## src/rtl/fetch_pkg.sv

```systemverilog
// -----------------------------------------------------------------------------
// fetch_pkg
// Shared definitions for the instruction-fetch stage and the pipeline
// registers built on it: FSM state encoding, datapath widths, the PC step
// and the bubble instruction value.
// -----------------------------------------------------------------------------
package fetch_pkg;

  localparam int                 INSTR_W   = 32;
  localparam logic [31:0]        PC_INC    = 32'd4;
  localparam logic [INSTR_W-1:0] NOP_INSTR = 32'h0000_0000;

  // REQ and SQUASH are the two states with a read on the bus.
  typedef enum logic [1:0] {
    ST_IDLE   = 2'd0,
    ST_REQ    = 2'd1,
    ST_SQUASH = 2'd2,
    ST_HOLD   = 2'd3
  } fetch_state_e;

  // Instruction addresses are always word aligned; low bits are dropped.
  function automatic logic [31:0] word_align(input logic [31:0] addr);
    return addr & ~32'h0000_0003;
  endfunction

endpackage

```

## src/rtl/ifid_reg.sv

```systemverilog
// -----------------------------------------------------------------------------
// ifid_reg
// Pipeline register carrying one instruction word, its PC+4 and a valid bit.
// Priority: flush > stall > load > bubble.
//   clk, rst         : rising-edge clock, asynchronous active-high reset
//   load             : capture instr_in / pc_plus4_in as a real instruction
//   flush            : squash the held instruction (valid cleared, even stalled)
//   stall            : downstream cannot accept; hold everything
//   instr_in         : instruction word to capture
//   pc_plus4_in      : PC+4 belonging to instr_in
//   instr, pc_plus4  : registered instruction and PC+4
//   valid            : 1 = real instruction, 0 = bubble
// -----------------------------------------------------------------------------
module ifid_reg
  import fetch_pkg::*;
(
  input  logic               clk,
  input  logic               rst,
  input  logic               load,
  input  logic               flush,
  input  logic               stall,
  input  logic [INSTR_W-1:0] instr_in,
  input  logic [31:0]        pc_plus4_in,
  output logic [INSTR_W-1:0] instr,
  output logic [31:0]        pc_plus4,
  output logic               valid
);

  logic [INSTR_W-1:0] instr_q, instr_d;
  logic [31:0]        pc_plus4_q, pc_plus4_d;
  logic               valid_q, valid_d;

  always_comb begin
    // NOTE: every output of a combinational block gets a default first, so
    // no path through the if/else leaves a signal unassigned and infers a latch.
    instr_d    = instr_q;
    pc_plus4_d = pc_plus4_q;
    valid_d    = valid_q;
    if (flush) begin
      // Data fields keep their old values; only the valid bit matters.
      valid_d = 1'b0;
    end else if (!stall) begin
      if (load) begin
        instr_d    = instr_in;
        pc_plus4_d = pc_plus4_in;
        valid_d    = 1'b1;
      end else begin
        valid_d = 1'b0;
      end
    end
  end

  // NOTE: state registers use non-blocking assignments so every flop samples
  // the pre-edge values regardless of statement order.
  always_ff @(posedge clk or posedge rst) begin
    if (rst) begin
      instr_q    <= NOP_INSTR;
      pc_plus4_q <= 32'h0;
      valid_q    <= 1'b0;
    end else begin
      instr_q    <= instr_d;
      pc_plus4_q <= pc_plus4_d;
      valid_q    <= valid_d;
    end
  end

  assign instr    = instr_q;
  assign pc_plus4 = pc_plus4_q;
  assign valid    = valid_q;

endmodule

```

## src/rtl/instr_fetch_stage.sv

```systemverilog
// -----------------------------------------------------------------------------
// instr_fetch_stage
// MIPS instruction fetch: holds the PC, reads instruction memory over a
// req/ack handshake (one outstanding read), and delivers words through the
// IF/ID register. Handles decode stalls (one-entry hold buffer) and branch
// redirects (squashing a read already on the bus).
//   RESET_PC     : first fetch address after reset (word aligned)
//   Clk, Rst     : rising-edge clock, asynchronous active-high reset
//   Stall        : decode cannot accept; IF/ID holds
//   PCSrc        : redirect to BranchTarget (bits [1:0] ignored)
//   ImemReq      : read request, held until ImemAck
//   ImemAddr     : read address, stable while ImemReq=1
//   ImemAck      : one-cycle pulse, ImemRdata valid
//   ImemRdata    : instruction word from memory
//   Instruction  : IF/ID instruction to the decode controller
//   PCPlus4      : IF/ID PC+4 of Instruction
//   IFIDValid    : IF/ID holds a real instruction (0 = bubble)
// -----------------------------------------------------------------------------
module instr_fetch_stage
  import fetch_pkg::*;
#(
  parameter logic [31:0] RESET_PC = 32'h0000_0000
) (
  input  logic               Clk,
  input  logic               Rst,
  input  logic               Stall,
  input  logic               PCSrc,
  input  logic [31:0]        BranchTarget,
  output logic               ImemReq,
  output logic [31:0]        ImemAddr,
  input  logic               ImemAck,
  input  logic [INSTR_W-1:0] ImemRdata,
  output logic [INSTR_W-1:0] Instruction,
  output logic [31:0]        PCPlus4,
  output logic               IFIDValid
);

  fetch_state_e       state_q, state_d;
  logic [31:0]        pc_q, pc_d;
  logic [31:0]        addr_q, addr_d;
  logic [INSTR_W-1:0] buf_instr_q, buf_instr_d;
  logic [31:0]        buf_pc4_q, buf_pc4_d;

  logic               ifid_load;
  logic [INSTR_W-1:0] ifid_instr_in;
  logic [31:0]        ifid_pc4_in;

  logic [31:0]        addr_plus4;
  logic [31:0]        target;

  assign addr_plus4 = addr_q + PC_INC;   // 32-bit modulo wrap is intended
  assign target     = word_align(BranchTarget);

  always_comb begin
    state_d       = state_q;
    pc_d          = pc_q;
    addr_d        = addr_q;
    buf_instr_d   = buf_instr_q;
    buf_pc4_d     = buf_pc4_q;
    ifid_load     = 1'b0;
    ifid_instr_in = ImemRdata;
    ifid_pc4_in   = addr_plus4;

    case (state_q)
      ST_IDLE: begin
        state_d = ST_REQ;
        if (PCSrc) begin
          pc_d   = target;
          addr_d = target;
        end
      end

      ST_REQ: begin
        if (PCSrc) begin
          pc_d = target;
          if (ImemAck) begin
            // Read finished this cycle: drop the word and fetch the target.
            addr_d = target;
          end else begin
            // Address must stay put until the pending read is acked.
            state_d = ST_SQUASH;
          end
        end else if (ImemAck) begin
          pc_d = addr_plus4;
          if (Stall) begin
            buf_instr_d = ImemRdata;
            buf_pc4_d   = addr_plus4;
            state_d     = ST_HOLD;
          end else begin
            ifid_load = 1'b1;
            addr_d    = addr_plus4;
          end
        end
      end

      ST_SQUASH: begin
        if (PCSrc) pc_d = target;
        if (ImemAck) begin
          // Stale word is discarded; the newest redirect target wins.
          addr_d  = PCSrc ? target : pc_q;
          state_d = ST_REQ;
        end
      end

      ST_HOLD: begin
        if (PCSrc) begin
          pc_d    = target;
          addr_d  = target;
          state_d = ST_REQ;
        end else if (!Stall) begin
          ifid_load     = 1'b1;
          ifid_instr_in = buf_instr_q;
          ifid_pc4_in   = buf_pc4_q;
          addr_d        = pc_q;
          state_d       = ST_REQ;
        end
      end

      default: state_d = ST_IDLE;
    endcase
  end

  always_ff @(posedge Clk or posedge Rst) begin
    if (Rst) begin
      state_q     <= ST_IDLE;
      pc_q        <= RESET_PC;
      addr_q      <= RESET_PC;
      buf_instr_q <= NOP_INSTR;
      buf_pc4_q   <= 32'h0;
    end else begin
      state_q     <= state_d;
      pc_q        <= pc_d;
      addr_q      <= addr_d;
      buf_instr_q <= buf_instr_d;
      buf_pc4_q   <= buf_pc4_d;
    end
  end

  assign ImemReq  = (state_q == ST_REQ) || (state_q == ST_SQUASH);
  assign ImemAddr = addr_q;

  // A redirect squashes IF/ID regardless of Stall.
  ifid_reg u_ifid (
    .clk         (Clk),
    .rst         (Rst),
    .load        (ifid_load),
    .flush       (PCSrc),
    .stall       (Stall),
    .instr_in    (ifid_instr_in),
    .pc_plus4_in (ifid_pc4_in),
    .instr       (Instruction),
    .pc_plus4    (PCPlus4),
    .valid       (IFIDValid)
  );

endmodule

```

## config.mk

```make
export PLATFORM = sky130hd
export DESIGN_NAME = instr_fetch_stage
export DESIGN_NICKNAME = d
export VERILOG_FILES = /design/src/rtl/fetch_pkg.sv /design/src/rtl/ifid_reg.sv /design/src/rtl/instr_fetch_stage.sv
export SDC_FILE = /design/constraint.sdc
export NUM_CORES = 1
export LEC_CHECK = 0
export CAP_MARGIN = 15
export CORE_UTILIZATION = 40
export DETAILED_ROUTE_END_ITERATION = 8
export SLEW_MARGIN = 10
export SYNTH_ARGS = -nofsm -noshare
export SYNTH_HDL_FRONTEND = slang
export SYNTH_HIERARCHICAL = 1
export SYNTH_SLANG_ARGS = --single-unit
```

## constraint.sdc

```tcl
create_clock -name Clk -period 5.2 [get_ports Clk]
set_input_delay 0.52 -clock Clk [delete_from_list [all_inputs] [get_ports Clk]]
set_output_delay 0.52 -clock Clk [all_outputs]
set_load 0.05 [all_outputs]
```

# Yosys cells after proc, flatten, opt, wreduce, memory -nomap -nowiden

Index checks and enable logic that the tools add are counted.

Bitwise gates (word level): 2
Equality and inequality tests: 12
Muxes and demuxes: 31
Reduce and logical (&&, ||, !) cells: 7
Add/subtract/negate cells: 1

Operators with widths:

| cell                                           | count |
|---|---|
| 2-to-1 mux 32 bit                              | 13 |
| case mux 32 bit (4 select lines)               | 1 |
| case mux 32 bit (2 select lines)               | 1 |
| adder 32 x 3 -> 32 bit (second input constant) | 1 |
| != test 3 bit (second input constant)          | 5 |
| 2-to-1 mux 2 bit                               | 7 |
| AND reduction 5 bit                            | 2 |
| case mux 2 bit (4 select lines)                | 1 |
| 2-to-1 mux 1 bit                               | 7 |
| != test 2 bit (second input constant)          | 3 |
| == test 2 bit (second input constant)          | 2 |
| AND reduction 4 bit                            | 1 |
| AND reduction 3 bit                            | 1 |
| OR reduction 3 bit                             | 1 |
| == test 2 x 1 -> 1 bit (second input constant) | 1 |
| zero test 2 bit                                | 1 |
| != test 2 x 1 -> 1 bit (second input constant) | 1 |
| inverter 1 bit                                 | 2 |
| case mux 1 bit (2 select lines)                | 1 |
| logical OR 1 bit                               | 1 |

Word-level logic and storage cells: 61
Output and inout port bits: 98
Input bits: 69
Register bits after elaboration: 195

# Depth between registers and ports, before layout

Word-level depth: 7
Mapped depth: 10
Gate-level depth less buffers: 7

# Modules after synthesis

The synthesis kept the hierarchy.

By module, submodules not included:

| module            | instances | cells an instance | area each (um^2) | sequential area each (um^2) |
|---|---|---|---|---|
| instr_fetch_stage | 1         | 802               | 7,339.5          | 3,253.1 |
| ifid_reg          | 1         | 140               | 2,733.9          | 1,626.6 |

# Worst setup path after synthesis

Ideal clock, no wire load.

Path kind: register to register
Start: register addr_q[2] (netlist: ImemAddr[2])
End: register u_ifid.pc_plus4_q[28] (netlist: u_ifid/pc_plus4[28])
Data required time: 5,075 ps
Cell stages (with the launch flop): 8
Arrival: 2,679 ps
Path slack: 2,396 ps
Period minus slack after synthesis: 2,804 ps
Path buffers: 0
Setup time: 125 ps
Cell sequence: dfrtp_1 > ha_1 > nand3_1 > or4_4 > or4_4 > xnor2_1 > a21oi_1 > mux2_4

Cells in the longest elaborated chain, start to end: 2

Ends and longest elaborated chain:

| element                | line                     | source |
|---|---|---|
| from (decl)            | instr_fetch_stage.sv:40  | `logic [31:0] addr_q, addr_d;` |
| from (signal assigned) | instr_fetch_stage.sv:133 | `addr_q <= addr_d;` |
| adder 32 x 3 -> 32 bit | instr_fetch_stage.sv:51  | `assign addr_plus4 = addr_q + PC_INC;` |
| 2-to-1 mux 32 bit      | instr_fetch_stage.sv:64  | `case (state_q)` |
| net ifid_pc4_in[28]    | instr_fetch_stage.sv:46  | `logic [31:0] ifid_pc4_in;` |
| to (signal assigned)   | ifid_reg.sv:62           | `pc_plus4_q <= pc_plus4_d;` |
| to (decl)              | ifid_reg.sv:30           | `logic [31:0] pc_plus4_q, pc_plus4_d;` |

The timed path passes the listed nets, and every way through them passes these cells.
A chain may end at the register's enable or synchronous reset.

# Worst setup path after layout

Start: register addr_q[7] (netlist: ImemAddr[7])
End: register u_ifid.pc_plus4_q[24] (netlist: u_ifid/pc_plus4[24])

The elaborated chain is that of the path after synthesis.

==> results by group <==
Logic synthesis
  – Area contributors post-synth: dfrtp_1, mux2_4, mux2_2
  – Cell taking the most area after synthesis: dfrtp_1
  – Top cell type's share of synthesized area: 48.4%
  – Syn_nets: 1017
  – Most instantiated library cell after synthesis: dfrtp_1
  – Synth cell count leaders: dfrtp_1, o21ai_0, nand2_1, mux2_2, nor2_1
  – Distinct cells, synth: 62
  – Syn Std Cell Area: 10100 um^2
  – Post-synth EDFFs: 0
  – Ys Warns: 6
  – Post-synth ARST share: 100%
  – Sequential cell area fraction in the yosys report: 48.4%
  – Mean post-synth cell area: 10.7 um^2
  – Flops & latches, synth: 195
  – Synth Instances: 942
  – Synth Flop Type: dfrtp_1

Pwr
  – Power Internal: 4.44 mW
  – Leakage: 5.26 nW
  – Combinational share of power: 50.3%
  – Clock Power Share: 16.8%
  – Psw: 3.60 mW
  – PwrDens: 642 nW/um^2
  – Sequential fraction of design power: 32.9%
  – Worst VDD drop: 0.354 mV
  – Switching share of power: 44.8%

Global routing
  – Largest net degree at the start of global routing: 95
  – Initial antenna violation count: 0
  – Vias in the first global route: 7507
  – Gr ovfl total: 0
  – First-pass GRT wire length: 43000 um
  – GRT Util Overall: 21.4%

Layout
  – Multi-input gate area: 4820 um^2
  – Number of diodes: 0
  – Fraction of layout cells with a size suffix above 1: 18.0%
  – Final instance area: 12500 um^2
  – FILL cells: 2266
  – Area growth, synth to finish: 24.3%
  – NumNets Final: 1144
  – Register area: 4880 um^2

Floorplan
  – DIE WIDTH: 161 um
  – I/O Pins: 167
  – Std cell rows: 57
  – Initial Util: 41.1%
  – Die height: 161 um
  – Core Box Area: 24500 um^2
  – DIE AREA: 25800 um^2

Worst setup path
  – Slowest-stage cell, CP: or4_4
  – CP Cell Sequence: nand4_1, or4_4, or4_1, xnor2_1, a21oi_1, mux2_4
  – WP data required: 5.51 ns
  – CP max stage delay: 0.71 ns
  – Worst setup EP type: flip-flop
  – Arrival @ worst endpoint: 3.44 ns
  – CP Class: flip-flop to flip-flop
  – Setup crit start kind: flip-flop
  – Max FO, Critical Path: 12

Timing
  – Final Hold Vio Count: 0
  – Fmax: 320 MHz
  – Final setup violation count: 0
  – Unrepaired setup endpoints after global routing: no
  – Final Cycle Share: 60.1%
  – Rel. slew slack: 28.5%
  – Clock Skew: 0.0134 ns
  – Post-route setup slack: 2.07 ns
  – Worst Tran Pin Value: 1.07 ns
  – Final min period: 3.13 ns
  – Max-slew violations: 0
  – Setup tns final: 0 ns

Clock tree
  – Longest Clk Path Bufs: 2
  – Worst skew pair latency: 0.43 ns
  – Clock Sinks: 195
  – Total CTS buffers: 17
  – CTS tree: yes
  – Clock-pin slew on the worst setup and hold paths: 0.07 ns
  – Cts repair resizes: 0
  – H-tree depth: 4
  – Setup Fix Bufs, Post-CTS: 0
  – CTS root buf: clkbuf_16
  – Post-CTS Hold Buffers: 0

Routing
  – Drt pass-1 iters: 6
  – Drt drc: 0
  – Violation count after the first detailed-routing iteration: 602
  – Total wire length: 27000 um
  – Via/cell ratio: 5.49
  – Vias: 7713
  – ANT nets after route: 0
  – Routed len/inst: 19.2 um

Placed design
  – DP Area: 11900 um^2
  – Routability Congestion: 0.798
  – Port buffer count: 164
  – Hpwl dp: 17500 um
  – DP Worst Slack: 1.97 ns

Worst hold path
  – Hold crit path type: flip-flop to flip-flop

Status
  – Outcome: completed

Job
  – Max-Cap Viols: 0
cell usage in the layout, fill, tap and decap left out, types with 7 or more instances in the layout:
cell               n
buf_4             11
dfrtp_1          195
o2bb2ai_1          9
xnor2_1           21
xor2_1             8
mux2_4            60
a21oi_1           54
nand4_1            7
and3_1            11
a31oi_1            8
a221oi_1           7
nor3_1            12
a22oi_1            7
mux2_2            74
nand2_1           91
inv_1             14
nor4_1             9
o221ai_1          11
clkdlybuf4s50_1  163
nand3_1           14
clkbuf_16         17
o21ai_0          107
nor2_1            69
per-stage QoR:
step / cells / hold WS [ns] / utilization [%] / total power [mW]
finish: 1405 / 0.479 / 51.0 / 8.04
global placement: 1374 / 0.462 / 48.6 / 6.66
floorplan: 942 / 0.446 / - / 5.39
detailed placement: 1374 / 0.468 / 48.6 / 6.72
CTS: 1405 / 0.478 / 51.0 / 8.10
global route: 1405 / 0.508 / 51.0 / 8.48
worst max-delay path, delay by kind of cell (launching register included):
family	cells	cell delay (ns)
AO/OA/AOI/OAI	1	0.11
AND/OR/NAND/NOR	3	1.75
flip-flops	1	0.49
multiplexers	1	0.28
XOR/XNOR	1	0.37
registers in the layout, summed over array words and instances, names as in the netlist:
name / flops
ImemAddr: 32
buf_instr_q: 32
buf_pc4_q: 32
pc_q: 32
u_ifid/instr: 32
u_ifid/pc_plus4: 32
state_q: 2
u_ifid/valid: 1
path summary, 6_finish.rpt:
path	end	depth (start not counted)	slack [ns]	from
hold / removal	buf_pc4_q[3]	2	0.48	buf_pc4_q[3]
min in group asynchronous	u_ifid/instr[10]	2	0.63	Rst
setup reg to reg	u_ifid/pc_plus4[24]	6	2.07	ImemAddr[7]
hold reg to reg	buf_pc4_q[3]	2	0.48	buf_pc4_q[3]
setup / recovery	u_ifid/pc_plus4[24]	6	2.07	ImemAddr[7]
max in group asynchronous	u_ifid/instr[23]	3	3.59	Rst
routing by layer:
| metal | wire (um) | vias up | global-route usage [%] |
|---|---|---|---|
| li1 | - | 3655 | - |
| met1 | 12300 | 3838 | 29.8 |
| met2 | 13300 | 206 | 35.4 |
| met3 | 1190 | 14 | 3.15 |
| met4 | 232 | 0 | 4.50 |
| met5 | 0 | - | 0 |
logic make-up after synthesis:
kind of cell | after synthesis | synth area share (%)
mux | 139 | 17.7
buf+inv | 85 | 4.26
compound gates | 247 | 15.1
fa+ha+maj | 6 | 0.745
xor+xnor | 29 | 2.52
flops | 195 | 48.4
simple gates | 241 | 11.2
final cells by class:
class | instances | share of cell area [%]
sequential | 195 | 39.0
multi-input combinational | 662 | 38.5
timing repair buffer | 177 | 14.1
clock buffer | 19 | 3.54
tap | 324 | 3.24
clock inverter | 12 | 1.20
inverter | 16 | 0.500
power by group through the flow:
stage | logic (mW) | registers, mW | clock network, mW
after floorplan | 1.70 | 3.69 | 0
after global placement | 4.02 | 2.65 | 0
after detailed placement | 4.06 | 2.67 | 0
after CTS | 4.07 | 2.64 | 1.39
after global routing | 4.31 | 2.73 | 1.44
final | 4.04 | 2.64 | 1.35
Note: power is estimated with default switching activity, not from simulation.
